`src/rtl/x7seg_scan_decoder.sv`:
```
// +----------------------------------------------------------------------------+
// | x7seg_scan_decoder: recovers per-digit character codes from a multiplexed   |
// | 7-segment scan bus. Optional hex outputs: X7SEG_DEC_HEXOUT_EN. Rev 1.0      |
// +----------------------------------------------------------------------------+
`default_nettype none

module x7seg_scan_decoder #(
  parameter int STABLE_CYCLES = 16
) (
  input  logic        clk,
  input  logic        rst,
  input  logic [6:0]  a_to_g,
  input  logic [7:0]  an,
  output logic [39:0] digit_codes,
  output logic [7:0]  blank,
  output logic        cap_valid,
  output logic [2:0]  cap_idx,
  output logic        frame_done,
  output logic        err
`ifdef X7SEG_DEC_HEXOUT_EN
  ,
  output logic [31:0] hex_value,
  output logic        hex_ok
`endif
);

  localparam int CNT_W = $clog2(STABLE_CYCLES) + 1;
  localparam logic [CNT_W-1:0] CNT_LAST = CNT_W'(STABLE_CYCLES - 1);

  localparam logic [1:0] ST_IDLE     = 2'd0;
  localparam logic [1:0] ST_SETTLE   = 2'd1;
  localparam logic [1:0] ST_CAPTURED = 2'd2;

  logic [7:0]       an_s_q, an_s_d;
  logic [6:0]       seg_s_q, seg_s_d;
  logic [1:0]       state_q, state_d;
  logic [CNT_W-1:0] cnt_q, cnt_d;
  logic [7:0]       lat_an_q, lat_an_d;
  logic [6:0]       lat_seg_q, lat_seg_d;
  logic [39:0]      codes_q, codes_d;
  logic [7:0]       blank_q, blank_d;
  logic [7:0]       seen_q, seen_d;
  logic [2:0]       last_idx_q, last_idx_d;
  logic             have_last_q, have_last_d;
  logic             cap_valid_q, cap_valid_d;
  logic [2:0]       cap_idx_q, cap_idx_d;
  logic             frame_done_q, frame_done_d;
  logic             err_q, err_d;
  logic             multi_prev_q, multi_prev_d;

  logic [7:0] w_zeros;
  logic       w_one_zero;
  logic       w_multi;
  logic       w_same;
  logic [2:0] w_lat_idx;
  logic       w_eval_idle;
  logic       w_capture;

  function automatic logic [4:0] decode_seg(input logic [6:0] p);
    case (p)
      7'h40: decode_seg = 5'h00;
      7'h79: decode_seg = 5'h01;
      7'h24: decode_seg = 5'h02;
      7'h30: decode_seg = 5'h03;
      7'h19: decode_seg = 5'h04;
      7'h12: decode_seg = 5'h05;
      7'h02: decode_seg = 5'h06;
      7'h78: decode_seg = 5'h07;
      7'h00: decode_seg = 5'h08;
      7'h10: decode_seg = 5'h09;
      7'h08: decode_seg = 5'h0A;
      7'h03: decode_seg = 5'h0B;
      7'h46: decode_seg = 5'h0C;
      7'h21: decode_seg = 5'h0D;
      7'h06: decode_seg = 5'h0E;
      7'h0E: decode_seg = 5'h0F;
      7'h0B: decode_seg = 5'h10;
      7'h09: decode_seg = 5'h13;
      7'h7F: decode_seg = 5'h1F;
      default: decode_seg = 5'h1E;
    endcase
  endfunction

  assign w_zeros    = ~an_s_q;
  assign w_one_zero = (w_zeros != 8'h00) && ((w_zeros & (w_zeros - 8'd1)) == 8'h00);
  assign w_multi    = (w_zeros != 8'h00) && !w_one_zero;
  assign w_same     = (an_s_q == lat_an_q) && (seg_s_q == lat_seg_q);

  always_comb begin
    w_lat_idx = 3'd0;
    for (int i = 0; i < 8; i++) begin
      if (!lat_an_q[i]) w_lat_idx = 3'(i);
    end
  end

  always_comb begin
    an_s_d       = an;
    seg_s_d      = a_to_g;
    state_d      = state_q;
    cnt_d        = cnt_q;
    lat_an_d     = lat_an_q;
    lat_seg_d    = lat_seg_q;
    codes_d      = codes_q;
    blank_d      = blank_q;
    seen_d       = seen_q;
    last_idx_d   = last_idx_q;
    have_last_d  = have_last_q;
    cap_valid_d  = 1'b0;
    cap_idx_d    = cap_idx_q;
    frame_done_d = 1'b0;
    // A multi-select an reads as an error in every state; flag only its onset
    // so a held fault yields one pulse instead of a level.
    err_d        = w_multi && !multi_prev_q;
    multi_prev_d = w_multi;
    w_eval_idle  = 1'b0;
    w_capture    = 1'b0;

    case (state_q)
      ST_SETTLE: begin
        if (w_same) begin
          if (cnt_q == CNT_LAST) begin
            w_capture = 1'b1;
            state_d   = ST_CAPTURED;
          end else if (cnt_q < CNT_LAST) begin
            cnt_d = cnt_q + 1'b1;
          end
        end else begin
          w_eval_idle = 1'b1;
        end
      end
      ST_CAPTURED: begin
        if (!w_same) w_eval_idle = 1'b1;
      end
      default: w_eval_idle = 1'b1;
    endcase

    if (w_eval_idle) begin
      if (w_one_zero) begin
        state_d   = ST_SETTLE;
        cnt_d     = '0;
        lat_an_d  = an_s_q;
        lat_seg_d = seg_s_q;
      end else begin
        state_d = ST_IDLE;
      end
    end

    if (w_capture) begin
      // Wrapping back to a lower or equal slot closes the frame; the capture
      // itself is applied afterwards so it overrides the blanking of its slot.
      if (have_last_q && (w_lat_idx <= last_idx_q)) begin
        frame_done_d = 1'b1;
        blank_d      = ~seen_q;
        for (int i = 0; i < 8; i++) begin
          if (!seen_q[i]) codes_d[i*5 +: 5] = 5'h1F;
        end
        seen_d = 8'h00;
      end
      seen_d[w_lat_idx] = 1'b1;
      for (int i = 0; i < 8; i++) begin
        if (i == int'(w_lat_idx)) codes_d[i*5 +: 5] = decode_seg(lat_seg_q);
      end
      cap_valid_d = 1'b1;
      cap_idx_d   = w_lat_idx;
      last_idx_d  = w_lat_idx;
      have_last_d = 1'b1;
    end
  end

  always_ff @(posedge clk or posedge rst) begin
    if (rst) begin
      an_s_q       <= 8'hFF;
      seg_s_q      <= 7'h7F;
      state_q      <= ST_IDLE;
      cnt_q        <= '0;
      lat_an_q     <= 8'hFF;
      lat_seg_q    <= 7'h7F;
      codes_q      <= {8{5'h1F}};
      blank_q      <= 8'hFF;
      seen_q       <= 8'h00;
      last_idx_q   <= 3'd0;
      have_last_q  <= 1'b0;
      cap_valid_q  <= 1'b0;
      cap_idx_q    <= 3'd0;
      frame_done_q <= 1'b0;
      err_q        <= 1'b0;
      multi_prev_q <= 1'b0;
    end else begin
      an_s_q       <= an_s_d;
      seg_s_q      <= seg_s_d;
      state_q      <= state_d;
      cnt_q        <= cnt_d;
      lat_an_q     <= lat_an_d;
      lat_seg_q    <= lat_seg_d;
      codes_q      <= codes_d;
      blank_q      <= blank_d;
      seen_q       <= seen_d;
      last_idx_q   <= last_idx_d;
      have_last_q  <= have_last_d;
      cap_valid_q  <= cap_valid_d;
      cap_idx_q    <= cap_idx_d;
      frame_done_q <= frame_done_d;
      err_q        <= err_d;
      multi_prev_q <= multi_prev_d;
    end
  end

  assign digit_codes = codes_q;
  assign blank       = blank_q;
  assign cap_valid   = cap_valid_q;
  assign cap_idx     = cap_idx_q;
  assign frame_done  = frame_done_q;
  assign err         = err_q;

`ifdef X7SEG_DEC_HEXOUT_EN
  logic [31:0] hex_value_q, hex_value_d;
  logic        hex_ok_q, hex_ok_d;

  // Blank slots (code 1F) do not spoil hex_ok; only real non-hex glyphs do.
  always_comb begin
    hex_value_d = 32'h0;
    hex_ok_d    = 1'b1;
    for (int i = 0; i < 8; i++) begin
      if (codes_d[i*5 +: 5] <= 5'h0F) begin
        hex_value_d[i*4 +: 4] = codes_d[i*5 +: 4];
      end else if (codes_d[i*5 +: 5] != 5'h1F) begin
        hex_ok_d = 1'b0;
      end
    end
  end

  always_ff @(posedge clk or posedge rst) begin
    if (rst) begin
      hex_value_q <= 32'h0;
      hex_ok_q    <= 1'b1;
    end else begin
      hex_value_q <= hex_value_d;
      hex_ok_q    <= hex_ok_d;
    end
  end

  assign hex_value = hex_value_q;
  assign hex_ok    = hex_ok_q;
`endif

endmodule

`default_nettype wire

```
`config.mk`:
```
export PLATFORM = sky130hd
export DESIGN_NAME = x7seg_scan_decoder
export DESIGN_NICKNAME = d
export VERILOG_FILES = /design/src/rtl/x7seg_scan_decoder.sv
export SDC_FILE = /design/constraint.sdc
export NUM_CORES = 1
export LEC_CHECK = 0
export CAP_MARGIN = 20
export CORE_AREA = 2 2 92 94
export CTS_CLUSTER_DIAMETER = 40
export DETAILED_ROUTE_END_ITERATION = 10
export DIE_AREA = 0 0 94 96
export DONT_BUFFER_PORTS = 1
export PLACE_DENSITY = 0.78
export SLEW_MARGIN = 20
export SYNTH_ARGS = -nofsm -noshare
export SYNTH_HDL_FRONTEND = slang
export SYNTH_SLANG_ARGS = --single-unit
```
`constraint.sdc`:
```
create_clock -name clk -period 3.65 [get_ports clk]
set_input_delay 0.73 -clock clk [delete_from_list [all_inputs] [get_ports clk]]
set_output_delay 0.73 -clock clk [all_outputs]
set_load 0.005 [all_outputs]
```
After elaboration in Yosys (flattened, before gate mapping) --
Cells that the tools add are included.
Word-level totals: register bits 101, bits in latches 0, RAM bits 0, memory bits (read-only) 0, input port bits 17, output and inout port bits 54, logic and storage cells 153, memories kept 0
Cells by class: add/sub/neg operators 2, multipliers 0, divide/modulo/power cells 0, order comparisons 4, equality and inequality tests 38, shift-type cells 0, muxes and demuxes 48, bitwise gates (word level) 4, reductions and logical operators 35
Operators by type and width (count):
- $mux 5 | 22
- $pmux 5 s19 | 1
- $mux 40 | 1
- $eq 7x7->1 const B | 5
- $eq 7x4->1 const B | 4
- $reduce_and 3->1 | 9
- $reduce_bool 2->1 | 11
- $eq 7x5->1 const B | 3
- $eq 7x6->1 const B | 3
- $mux 3 | 6
- $mux 8 | 2
- $ne 2x1->1 const B | 8
- $not 8->8 | 2
- $eq 7x2->1 const B | 2
- $eq 3x3->1 const A | 4
- $mux 1 | 11
- $and 8x8->8 | 1
- $eq 8x8->1 | 1
- $logic_not 8->1 | 1
- $mux 2 | 4
- $or 8x8->8 | 1
- $reduce_bool 8->1 | 1
- $sub 8x1->8 const B | 1
- $eq 7x3->1 const B | 1
- other kinds (18) | 26

Longest topological paths before layout --
Gate-level depths: netlist of run 1.
depth in word-level cells 12, mapped depth 12, mapped depth without buffers 9

Worst setup path before layout of run 1 --
Ideal clock, no wire load.
kind reg-to-reg, start point register lat_an_q[7], end point register seen_q[0], setup time 0.118 ns, arrival 2.825 ns, required time 3.532 ns, slack 0.707 ns, cell stages (with the launch flop) 12, path buffers 3, clock period less this slack 2.943 ns, cell sequence dfstp_2 -> buf_2 -> nand2_1 -> a31o_2 -> ha_1 -> nor4bb_1 -> a211oi_1 -> o211ai_4 -> or3_1 -> buf_6 -> buf_6 -> a21o_1
On the way: word-level cells in the longest chain between the ends 6, elaborated cells on any way between the ends 15, those cells by class order compare (3); eq/ne (1); mux (7); bitwise (1); reduce/logical (3)
RTL lines:
- start, declared | RTL line 38 | logic [7:0] lat_an_q, lat_an_d;
- start signal, assigned | RTL line 193 | lat_an_q <= lat_an_d;
- $mux 3 * | RTL line 92 | if (!lat_an_q[i]) w_lat_idx = 3'(i);
- named net w_lat_idx[1] | RTL line 55 | logic [2:0] w_lat_idx;
- $lt 3x4->1 (not written as such) (tied with other cells) | RTL line 159 | seen_d[w_lat_idx] = 1'b1;
- $logic_and 1x1->1, on equally long branches | RTL line 159, 151
- $mux 1 (not written as such) / $mux 8 (equally long branches) | RTL line 159, 151
- $demux 1 s3 / $mux 8 (equally long branches) | RTL line 159, 148
- $or 8x8->8 (no line) *
- end signal, assigned | RTL line 197 | seen_q <= seen_d;
- end, declared | RTL line 42 | logic [7:0] seen_q, seen_d;
The timed path passes the listed nets; every way through them passes the cells marked *. The select of a mux whose other input is x is not followed. A chain may end at the register's enable or synchronous reset.

Worst setup path after layout of run 1 --
Ends and elaborated chain as after synthesis.

==> results.md, run 1 <==
* Status: finished, final reports clean
* Pre-CTS setup slack at 0.691 ns
* Overall power at 2.64 mW
* Die extent in y at 96 um
* Worst Tran Pin Value at 0.886 ns
* Worst VDD drop at 0.000333 V
* Slew margin rel. at 0.409
* Share of cells above drive strength 1 at 0.350
* Final Hold Vio Count at 0
* Clock Tree Root: clkbuf_8
* Area after DPL at 4990 um2
* DR iter-0 viols at 155
* RSZ-0062 raised after global routing: no
* Synthesis-stage register bit count at 101
* MaxCap Viol Count at 0
* Worst EP required at 3.91 ns
* Number of routed nets with antenna violations at 0
* Hold_buf cts at 0
* Setup violators final at 0
* Seq/Total Area, Yosys at 0.532
* Initial Util at 0.612
* Final wirelength at 9990 um
* Post-Route Skew at 0.0125 ns
* Slew Limit Fails at 0
* Grt ovf at 0
* CORE AREA at 8050 um2
* Sw Ratio at 0.349
* Critical path endpoint category: register
* CTS buffer count at 9
* P_sw at 0.922 mW
* Min-Delay Path Class: in -> reg
* Count of flip-flops with a built-in enable after synthesis at 0
* Net count after synthesis at 431
* Cells after Synth at 410
* Final nets at 427
* Synth Warn # at 0
* Avg WL per Cell at 19.4 um
* PortBufs at 0
* Post-synth top flop: dfstp_2
* Die area at 9020 um2
* Worst-path clk slew at 0.10 ns
* P_int at 1.72 mW
* Post-CTS resize count at 0
* # H-tree levels at 3
* Die width at 94 um
* Logic pwr share at 0.213
* # DRC at 0
* I/O Pins at 71
* Syn_area_per_cell at 12.0 um2
* Final Wtd Congestion at 0.930
* Synth area leaders: dfstp_2, dfrtp_1, nor4_4
* Min cycle time layout at 2.98 ns
* Setup bufs post-CTS at 0
* Clk_lat worst skew at 0.37 ns
* Synth-to-Final Area Change at 5.05%
* Yosys top cell by area: dfstp_2
* CP Max Fanout at 19
* Yosys top cell area share at 0.416
* Mapped Area at 4930 um2
* Ant. Diodes at 0
* Share of the clock period used by the worst path at 0.817
* Worst Path Arrival at 3.24 ns
* Initial antenna violation count at 0
* Via/cell ratio at 6.28
* Post-route cell area at 5180 um2
* Largest net degree at the start of global routing at 76
* Leakage power at 2.13 nW
* Max Clk Rate at 336 MHz
* Clock buffer depth at 2
* Clk pwr share at 0.261
* First-pass GRT wire length at 16,200 um
* Asr flop ratio synth at 1.00
* CP Class: reg -> reg
* Final worst slack at 0.670 ns
* Final Core Density at 0.643
* Synth unique cells at 70
* Clk sink count at 101
* TritonRoute pass-1 iters at 4
* Pwr Density at 510 nW/um2
* CTS tree: yes
* Vias in the first global route at 3,181
* HPWL after DPL at 7000 um
* DR vias at 3,238
* All-Layer GR Usage at 0.236
* Rows at 33
* Reg power frac at 0.526
* Setup TNS at 0 ns
* Startpoint types: register
[layout make-up]
class                   count  area, um2
fillers                   623       2870
flip-flops and latches    101       2630
multi-input cells         278       2130
clock buffers              10        138
well taps                 105        131
repair buffers             10       75.1
clock inverters             6       56.3
inverters                   6       25.0
[cells in the mapped netlist (all sizes together) (13+ instances only)]
cell type	instances
a21oi	35
a21o	18
nor2	15
nor4	13
dfrtp	23
xor2	16
mux2	16
nor3	34
buf	21
a2bb2oi	17
nand2	20
dfstp	78
[power by group through the flow]
| stage | Clock, mW | Combinational (mW) | Sequential [mW] |
|---|---|---|---|
| 3_3_place_gp | 0 | 0.547 | 1.40 |
| 6_report | 0.690 | 0.562 | 1.39 |
| 5_1_grt | 0.742 | 0.617 | 1.41 |
| 3_5_place_dp | 0 | 0.554 | 1.40 |
| 4_1_cts | 0.703 | 0.557 | 1.39 |
| 2_1_floorplan | 0 | 0.540 | 1.28 |
[cell usage in the layout (no fill, tap or decap), types with 6 or more instances in the layout]
cell type,Yosys,routed
nand2_1,20,20
mux2_2,8,8
dfrtp_1,23,23
a21o_1,18,18
xor2_1,16,16
buf_4,1,10
mux2_1,8,8
nor2_1,10,10
nor3_1,31,31
a21oi_1,35,35
a2bb2oi_1,17,17
nand3_1,6,6
dfstp_2,78,78
clkbuf_8,0,10
nor4_4,9,9
[path summary, 6_finish.rpt]
kind / end / slack [ns] / cells after the start / startpoint
max in group asynchronous: digit_codes[19]$_DFFE_PP1P_ / 2.35 / 2 / rst
min: an_s_q[0]$_DFF_PP1_ / 0.35 / 0 / an[0]
min reg2reg: err$_DFF_PP0_ / 0.42 / 1 / multi_prev_q$_DFF_PP0_
max: seen_q[0]$_DFFE_PP0P_ / 0.67 / 8 / lat_an_q[7]$_DFFE_PP1P_
min in group asynchronous: seen_q[1]$_DFFE_PP0P_ / 0.39 / 1 / rst
max reg2reg: seen_q[0]$_DFFE_PP0P_ / 0.67 / 8 / lat_an_q[7]$_DFFE_PP1P_
[sequential cells by signal, summed over array words and instances (netlist names), 2 cells and up]
| register | count |
|---|---|
| an_s_q | 8 |
| blank | 8 |
| cap_idx | 3 |
| cnt_q | 5 |
| digit_codes | 40 |
| lat_an_q | 8 |
| lat_seg_q | 7 |
| seen_q | 8 |
| seg_s_q | 7 |
| state_q | 2 |
[worst max-delay path, stage by stage, from the launching register on]
cell      delay (ns)
dfstp_2         0.65
nand2_1         0.17
a31o_2          0.26
ha_1            0.29
nor4bb_1        0.13
a211oi_1        0.38
o211ai_4        0.12
or3_1           0.59
a21o_1          0.27
[stage by stage]
step	cells	hold WS, ns
2_1_floorplan	410	0.378
3_3_place_gp	500	0.388
3_5_place_dp	500	0.412
4_1_cts	516	0.336
5_1_grt	516	0.324
6_report	516	0.348
[cells by family after synthesis]
logic type / synth area share
muxes: 0.0365
buffers and inverters: 0.0370
and+or+nand+nor: 0.200
adders and majority gates: 0.0142
DFF: 0.532
AOI/OAI and AO/OA: 0.149
xor gates and xnor gates: 0.0302
[routing by layer]
metal  GRT usage  up-vias  wire length, um
li1            -     1504                -
met1       0.322     1657             4420
met2       0.379       61             4950
met3      0.0564       16              438
met4      0.0749        0              187
met5           0        -                0
Note: power is estimated with default switching activity, not from simulation.
==> run 2: changes to the inputs <==
==> constraint.sdc (replaced) <==
create_clock -name clk -period 2.91 [get_ports clk]
set_input_delay 0.582 -clock clk [delete_from_list [all_inputs] [get_ports clk]]
set_output_delay 0.582 -clock clk [all_outputs]
set_load 0.005 [all_outputs]
==> run 2 against run 1 <==
Sequential cell count is the same. Sequential power is 23% higher. Utilization up 0.65 points. Combinational power grew 36%. Wire length grew 2.0%. Fmax rose by 9.9%. Clock-buffer cell count unchanged. Via count rose by 1.9%. Critical path depth up 2. Highest routed layer unchanged.
==> results.md, run 2 (same netlist as run 1, synthesis figures left out) <==
* CP Max Fanout at 8 (-11)
* Worst Tran Pin Value at 0.801 ns (-0.0859 ns)
* DR WL met2 at 4890 um (-1.1%)
* Number of routed nets with antenna violations at 0 (unchanged)
* Die area at 9020 um2 (unchanged)
* Largest net degree at the start of global routing at 40 (-47%)
* DR iter-0 viols at 259 (+67%)
* Top Metal Used: met4
* CTS tree: yes
* Max Clk Rate at 369 MHz (+9.9%)
* CP max stage delay at 0.57 ns (-0.08 ns)
* Area after DPL at 5060 um2 (+1.4%)
* Min-Delay Path Class: in -> reg
* Post-Route Skew at 0.0162 ns (+0.00372 ns)
* All-Layer GR Usage at 0.246 (+0.0101)
* MaxCap Viol Count at 0 (unchanged)
* RSZ-0062 raised after global routing: no
* Post-route cell area at 5230 um2 (+1.0%)
* Die extent in y at 96 um (unchanged)
* Max FFs per register at 40 (unchanged)
* Reg2Reg Setup Slack at 0.20 ns (-0.47 ns)
* P_int at 2.14 mW (+25%)
* Most frequent cells in the layout: dfstp_2, a21oi_1, nor3_1, dfrtp_1, nand2_1
* Synth-to-Final Area Change at 6.12%
* # DRC at 0 (unchanged)
* Sw Ratio at 0.350 (+0.000831)
* Logic pwr share at 0.232 (+0.019)
* Slowest stage cell, crit path: dfstp_2
* Grt ovf at 0 (unchanged)
* Slew Limit Fails at 0 (unchanged)
* Initial Util at 0.612 (unchanged)
* Buf+Inv Stages, Crit Path at 1 (+1)
* Clk pwr share at 0.249 (-0.012)
* P_sw at 1.15 mW (+25%)
* Commonest non-fill, non-tap cell in the layout: dfstp_2
* HPWL after DPL at 7000 um (about the same)
* Worst EP required at 3.20 ns (-0.71 ns)
* Reg power frac at 0.519 (-0.007)
* Startpoint types: register
* Clk_lat worst skew at 0.38 ns (about the same)
* Leakage power at 2.15 nW (+0.78%)
* Clock Tree Root: clkbuf_8
* Final Wtd Congestion at 0.910 (-2.1%)
* CTS buffer count at 9 (unchanged)
* Largest delay share family, worst path: compound AO/OA/AOI/OAI gates
* Final Hold Vio Count at 0 (unchanged)
* Clk sink count at 101 (unchanged)
* Filler instances at 626 (+0.48%)
* Clock buffer depth at 2 (unchanged)
* Rows at 33 (unchanged)
* Die width at 94 um (unchanged)
* CP Cell Sequence: nand2_1 > a31o_2 > ha_1 > nor4bb_1 > a211oi_2 > o211ai_4 > buf_4 > o22a_1 > nor2_4 > a2bb2oi_1
* # H-tree levels at 3 (unchanged)
* Min cycle time layout at 2.71 ns (-0.269 ns)
* Via/cell ratio at 6.31 (+0.55%)
* PortBufs at 0 (unchanged)
* Slew margin rel. at 0.465 (+0.0562)
* Post-CTS resize count at 0 (unchanged)
* CP Class: reg -> reg
* Placed cells at 507 (+1.4%)
* Initial antenna violation count at 0 (unchanged)
* Worst-path clk slew at 0.10 ns (about the same)
* Metal-1 WL at 4390 um (-0.63%)
* CORE AREA at 8050 um2 (unchanged)
* Setup bufs post-CTS at 0 (unchanged)
* Setup TNS at 0 ns (unchanged)
* Critical path endpoint category: register
* Worst Path Arrival at 3.01 ns (-0.23 ns)
* TritonRoute pass-1 iters at 5 (+1)
* I/O Pins at 71 (unchanged)
* WL met3 at 724 um (+65%)
* Setup violators final at 0 (unchanged)
* Pwr Density at 630 nW/um2 (+24%)
* Pre-CTS setup slack at 0.227 ns (-0.464 ns)
* Hold_buf cts at 0 (unchanged)
* Final Non-Filler Cells at 523 (+1.4%)
* Status: finished, final reports clean
* Vias in the first global route at 3,278 (+3.0%)
* Share of cells above drive strength 1 at 0.361 (+0.0109)
* Final worst slack at 0.198 ns (-0.471 ns)
* DR vias at 3,300 (+1.9%)
* Final nets at 434 (+1.6%)
* Share of the clock period used by the worst path at 0.932 (+0.115)
* First-pass GRT wire length at 16,900 um (+4.7%)
* Final wirelength at 10,200 um (+2.0%)
* Avg WL per Cell at 19.5 um (+0.60%)
* Ant. Diodes at 0 (unchanged)
* Worst VDD drop at 0.000452 V (+36%)
## run 2: per-stage QoR
| stage | util | power [mW] | hold slack (ns) |
|---|---|---|---|
| after floorplan | - | 2.28 | 0.378 |
| after global placement | 0.628 | 2.47 | 0.382 |
| after detailed placement | 0.628 | 2.49 | 0.428 |
| after CTS | 0.650 | 3.31 | 0.184 |
| after global routing | 0.650 | 3.47 | 0.170 |
| final | 0.650 | 3.30 | 0.198 |
## run 2: power by group through the flow
stage | clock network, mW | logic (mW) | registers, mW
3_5_place_dp | 0 | 0.757 | 1.73
3_3_place_gp | 0 | 0.745 | 1.73
4_1_cts | 0.843 | 0.761 | 1.71
6_report | 0.821 | 0.765 | 1.71
2_1_floorplan | 0 | 0.678 | 1.61
5_1_grt | 0.894 | 0.842 | 1.74
## run 2: worst paths after layout
| check | startpoint | to | cells after the start |
|---|---|---|---|
| max | lat_an_q[2]$_DFFE_PP1P_ | digit_codes[27]$_DFFE_PP1P_ | 10 |
| min | a_to_g[5] | seg_s_q[5]$_DFF_PP1_ | 0 |
| max reg2reg | lat_an_q[2]$_DFFE_PP1P_ | digit_codes[27]$_DFFE_PP1P_ | 10 |
| min reg2reg | multi_prev_q$_DFF_PP0_ | err$_DFF_PP0_ | 1 |
| max in group asynchronous | rst | digit_codes[11]$_DFFE_PP1P_ | 2 |
| min in group asynchronous | rst | seen_q[1]$_DFFE_PP0P_ | 1 |
## run 2: layout make-up
type | instances | area [um2] | share of cell area
Sequential cell | 101 | 2630 | 0.502
Inverter | 6 | 26.3 | 0.00502
Clock buffer | 10 | 128 | 0.0244
Clock inverter | 6 | 47.5 | 0.00909
Tap cell | 105 | 131 | 0.0251
Timing Repair Buffer | 17 | 140 | 0.0268
Multi-Input combinational cell | 278 | 2130 | 0.408
## run 2: metal layers
layer / vias up / global-route usage
li1: 1524 / -
met1: 1651 / 0.339
met4: 0 / 0.0749
met5: - / 0
met2: 109 / 0.383
met3: 16 / 0.0720
## run 2: worst reg2reg max path, cell delays in order, from the launching register on
cell and delay, ns:
dfstp_2 0.57, nand2_1 0.13, a31o_2 0.29, ha_1 0.30
nor4bb_1 0.15, a211oi_2 0.28, o211ai_4 0.11, buf_4 0.21
o22a_1 0.23, nor2_4 0.15, a2bb2oi_1 0.21
==> edit 1 (flow settings as in run 1) <==
Set the parameter `STABLE_CYCLES` to 8 (it was 16).
--- a/src/rtl/x7seg_scan_decoder.sv
+++ b/src/rtl/x7seg_scan_decoder.sv
@@ -7,3 +7,3 @@
 module x7seg_scan_decoder #(
-  parameter int STABLE_CYCLES = 16
+  parameter int STABLE_CYCLES = 8
 ) (
Function: no difference found for any inputs over 10 cycles, from zero or initial values and one cycle with rst high; that may be too few to reach the edited logic, so the function may still have changed.
==> edit 1 against run 1 <==
  * Hold slack improved by 0.0028 ns
  * Routed wire length decreased by 5.7%
  * Total power decreased by 2.7%
  * Die area unchanged
  * Worst setup slack got worse by 0.079 ns
  * Synthesized area decreased by 3.4%
  * Sequential cell count decreased by 1
  * Cell area decreased by 3.9%
  * Combinational power decreased by 14%
  * Critical endpoint is now blank[3]
  * Largest cell class unchanged
==> edit 1: results (changes against run 1) <==
metric;value;unit;change
drt_iter0_markers;211;;was 155
cts_buffer_depth;2;;unchanged
yosys.cell_types.count;61;;was 70
worst_path_max_delay_cell;or3_1;;was dfstp_2
post-dp-hpwl;6730;um;was 7000 um
synth_compound_area_frac;0.129;;was 0.149
path_max_fanout;22;;was 19
grtUsageMet2;0.354;;was 0.379
max_slew.worst_pin.slew;0.985;ns;was 0.886 ns
cpPeakStageDelay;0.63;ns;was 0.65 ns
drt_wl_total;9420;um;was 9990 um
clkPwrFrac;0.264;;was 0.261
grt_use_total;0.216;;was 0.236
drive_gt1_frac;0.322;;was 0.350
sw_frac_of_total;0.346;;was 0.349
yosysSeqAreaShare;0.546;;was 0.532
met1_usage;0.274;;was 0.322
clock_skew;0.0114;ns;was 0.0125 ns
synth_area_leaders;dfstp_2 43%, dfrtp_1 12%, a21oi_1 5.1%, nor2_1 4.3%, mux2_2 3.1%;;was dfstp_2 42%, dfrtp_1 12%, nor4_4 3.9%, a21oi_1 3.6%, nor3_1 3.1%
cellLeakagePower;2.01;nW;was 2.13 nW
synthAdderAreaFrac;0.0152;;was 0.0142
ctsResizeCount;0;;unchanged
ctsRootBufferMaster;clkbuf_8;;unchanged
p_clk;0.677;mW;was 0.690 mW
n_fill_cell;655;;was 623
vias;3233;;was 3238
critPathArrivalTime;3.34;ns;was 3.24 ns
fin_nets;445;;was 427
powerDensity;516;nW/um2;was 510 nW/um2
post_drt_wl_per_cell;17.7;um;was 19.4 um
numCtsBuffers;9;;unchanged
use_met3;0.0564;;unchanged
hp-class;in -> reg;;unchanged
synthTopCellsByCount;78 x dfstp_2, 55 x nor2_1, 49 x a21oi_1, 22 x dfrtp_1, 20 x nand2_1;;was 78 x dfstp_2, 35 x a21oi_1, 31 x nor3_1, 23 x dfrtp_1, 20 x nand2_1
status;completed;;unchanged
grt_first_pass_wirelength;15100;um;was 16200 um
grt_pass1_vias;3033;;was 3181
gp_congestion;0.812;;was 0.930
synth_mux_area_frac;0.0328;;was 0.0365
clkSlewWorstSetupHoldPaths;0.10;ns;about the same
synth-xor-area-share;0.0331;;was 0.0302
place_area;4790;um2;was 4990 um2
post-place-ws;0.606;ns;was 0.691 ns
grt_max_degree;77;;was 76
dp.cells;517;;was 500
peakVddDrop;0.375;mV;was 0.333 mV
comb_power_share;0.189;;was 0.213
synth_fp_nets;455;;was 431
syn_area_per_cell;11.0;um2;was 12.0 um2
[edit 1: changes by cell type after synthesis, sizes merged, moves of 4 or more]
cell            run 1  this run
a21oi              35        50
nand3b              2         6
nor4               13        17
nor3               34        20
a2bb2oi            17         1
a21o               18        11
and2                5         1
o21ai               6        14
inv                 6        11
nor2               15        56
clkbuf              4         8
[edit 1: logic make-up (layout without fill, tap and decap cells)]
| group | count (synthesis) | in the layout |
|---|---|---|
| AOI/OAI and AO/OA | 98 | 98 |
| xor gates and xnor gates | 18 | 18 |
| adders and majority gates | 6 | 6 |
| buffers and inverters | 37 | 32 |
| DFF | 100 | 100 |
| muxes | 14 | 14 |
| and+or+nand+nor | 160 | 160 |
[edit 1: final cells by class]
| cell class | count | area share |
|---|---|---|
| clock inverter | 7 | 0.0131 |
| inverter | 11 | 0.00880 |
| tap | 105 | 0.0264 |
| multi-input combinational | 296 | 0.397 |
| clock buffer | 9 | 0.0249 |
| sequential | 100 | 0.523 |
| timing repair buffer | 5 | 0.00754 |
[edit 1: layer usage]
layer	share of wire	up-vias
met5	0	-
li1	-	1528
met4	0.014	0
met3	0.048	10
met1	0.43	1617
met2	0.50	78
[edit 1: critical path: cells and delay by family, from the launching register on]
kind	cells	cell delay, ns
DFF	1	0.62
and+or+nand+nor	4	1.09
buffers and inverters	1	0.19
AOI/OAI and AO/OA	3	0.77
adders and majority gates	1	0.29
[edit 1: final timing paths]
kind / slack, ns / depth (start not counted) / endpoint / start
setup reg to reg: 0.59 / 9 / blank[3] / lat_an_q[7]
max in group asynchronous: 2.32 / 2 / digit_codes[22] / rst
setup / recovery: 0.59 / 9 / blank[3] / lat_an_q[7]
min in group asynchronous: 0.43 / 1 / seen_q[1] / rst
hold reg to reg: 0.40 / 1 / err / multi_prev_q
hold / removal: 0.35 / 0 / an_s_q[7] / an[7]
==> edit 2 (config.mk and constraints of run 1) <==
Without the edit above. Add an input register stage for `a_to_g` and `an`, without a reset; this delays them by one clock.
--- a/src/rtl/x7seg_scan_decoder.sv
+++ b/src/rtl/x7seg_scan_decoder.sv
@@ -32,2 +32,10 @@
   localparam logic [1:0] ST_CAPTURED = 2'd2;
+
+  logic [6:0] a_to_g_q;
+  logic [7:0] an_q;
+
+  always_ff @(posedge clk) begin
+    a_to_g_q <= a_to_g;
+    an_q     <= an;
+  end
 
@@ -96,4 +104,4 @@
   always_comb begin
-    an_s_d       = an;
-    seg_s_d      = a_to_g;
+    an_s_d       = an_q;
+    seg_s_d      = a_to_g_q;
     state_d      = state_q;
Function: changed (Yosys sat finds a counterexample within 4 cycles, from zero or initial values and one cycle with rst high).
==> edit 2 against run 1 <==
  * Cell area is 9.6% higher
  * Die area unchanged
  * Total power up 36%
  * Maximum frequency fell by 5.6%
  * Sequential cell count up 15
  * Synthesized cell count up 3.2%
  * Clock power up 140%
  * Clock skew decreased by 0.0041 ns
  * Routed wire length up 6.8%
  * Synthesized area increased by 2.0%
  * Worst setup slack worse by 0.18 ns
  * Via count is 7.5% higher
  * Critical endpoint is now seen_q[5]
  * Largest power group is now clock
==> edit 2: results (changes against run 1) <==
metric;value;unit;change
clock_skew;0.00840;ns;was 0.0125 ns
clk_latency;0.51;ns;was 0.37 ns
synth_area_leaders;dfstp_2 41%, dfrtp_1 11%, dfxtp_1 6.0%, o22a_1 5.2%, mux2_2 3.4%;;was dfstp_2 42%, dfrtp_1 12%, nor4_4 3.9%, a21oi_1 3.6%, nor3_1 3.1%
clkSlewWorstSetupHoldPaths;0.06;ns;was 0.10 ns
yosysTopAreaCellShare;0.407;;was 0.416
internal_power;2.66;mW;was 1.72 mW
fin_nets;442;;was 427
synthArstFlopShare;0.871;;was 1.00
critPathCaptureType;flop;;unchanged
max_slew.worst_pin.slew;0.860;ns;was 0.886 ns
ctsRootBufferMaster;clkbuf_8;;unchanged
peakVddDrop;0.385;mV;was 0.333 mV
critPathArrivalTime;3.58;ns;was 3.24 ns
diodes;0;;unchanged
cellLeakagePower;2.22;nW;was 2.13 nW
grt_max_degree;52;;was 76
htree_levels;4;;was 3
drt_wl_total;10700;um;was 9990 um
syn_inst;423;;was 410
post-place-ws;0.615;ns;was 0.691 ns
max_freq;317;MHz;was 336 MHz
path_max_fanout;15;;was 19
yosysSeqAreaShare;0.582;;was 0.532
regToRegEndpoint;seen_q[5];;was seen_q[0]
postCtsSetupRepairBufs;0;;unchanged
hp-start;an[1];;was an[0]
ys_warn_count;0;;unchanged
finalNonFillerCells;539;;was 516
io_buffers;0;;unchanged
r2r_cells;12;;was 8
synthTopCellsByCount;78 x dfstp_2, 30 x o22a_1, 23 x dfrtp_1, 18 x inv_1, 18 x o21ai_0;;was 78 x dfstp_2, 35 x a21oi_1, 31 x nor3_1, 23 x dfrtp_1, 20 x nand2_1
grt_use_total;0.254;;was 0.236
vias_per_cell;6.46;;was 6.28
numCtsBuffers;17;;was 9
ctsResizeCount;0;;unchanged
drtPass1Iterations;5;;was 4
gp_congestion;0.955;;was 0.930
post-dp-hpwl;7070;um;was 7000 um
status;completed;;unchanged
dp.cells;507;;was 500
drive_gt1_frac;0.334;;was 0.350
yosys.cell_types.count;64;;was 70
drt_iter0_markers;273;;was 155
largest_reg_flops;40;;unchanged
hold_end;an_q[1];;was an_s_q[0]
grt_first_pass_wirelength;17500;um;was 16200 um
grt_pass1_vias;3457;;was 3181
[edit 2: cell families (layout without fill, tap and decap cells)]
logic type | after synthesis | in the layout | synth area share
compound gates | 130 | 130 | 0.190
xor+xnor | 19 | 19 | 0.0331
simple gates | 89 | 89 | 0.106
flops | 116 | 116 | 0.582
mux | 15 | 15 | 0.0336
buf+inv | 48 | 59 | 0.0418
fa+ha+maj | 6 | 6 | 0.0139
[edit 2: power groups by stage]
stage	sequential (mW)	clock, mW	combinational, mW
2_1_floorplan	1.46	0	0.428
3_3_place_gp	1.58	0	0.377
3_5_place_dp	1.58	0	0.391
4_1_cts	1.56	1.64	0.402
5_1_grt	1.59	1.71	0.444
6_report	1.57	1.63	0.402
[edit 2: final cells by class]
cell class                 instances  area, um2
fill                             542       2370
tap                              105        131
clock inverter                    10        133
timing repair buffer               7       65.1
clock buffer                      22        453
sequential                       116       2930
inverter                          20       76.3
multi-input combinational        259       1890
[edit 2: per-stage QoR]
step	utilization	cell area [um2]	power [mW]	hold slack (ns)
6_report	0.705	5680	3.60	0.240
5_1_grt	0.705	5680	3.75	0.220
4_1_cts	0.705	5680	3.61	0.227
3_5_place_dp	0.632	5090	1.97	0.286
3_3_place_gp	0.632	5090	1.95	0.284
2_1_floorplan	-	5030	1.89	0.284
[edit 2: layer usage]
layer  global-route usage  share of wire  vias up
met5                    0              0        -
met4               0.0978          0.019        0
met3               0.0767          0.071       22
met2                0.407           0.50      144
met1                0.328           0.41     1751
li1                     -              -     1565
[edit 2: worst max-delay path, cell delays in order (launching register included)]
cell,delay (ns)
dfstp_2,0.69
nand2_1,0.13
a31o_2,0.25
ha_1,0.29
nand2_1,0.09
a21oi_1,0.22
o221ai_1,0.18
buf_4,0.20
o211ai_1,0.19
buf_4,0.18
or2_1,0.29
inv_2,0.14
o22ai_1,0.20
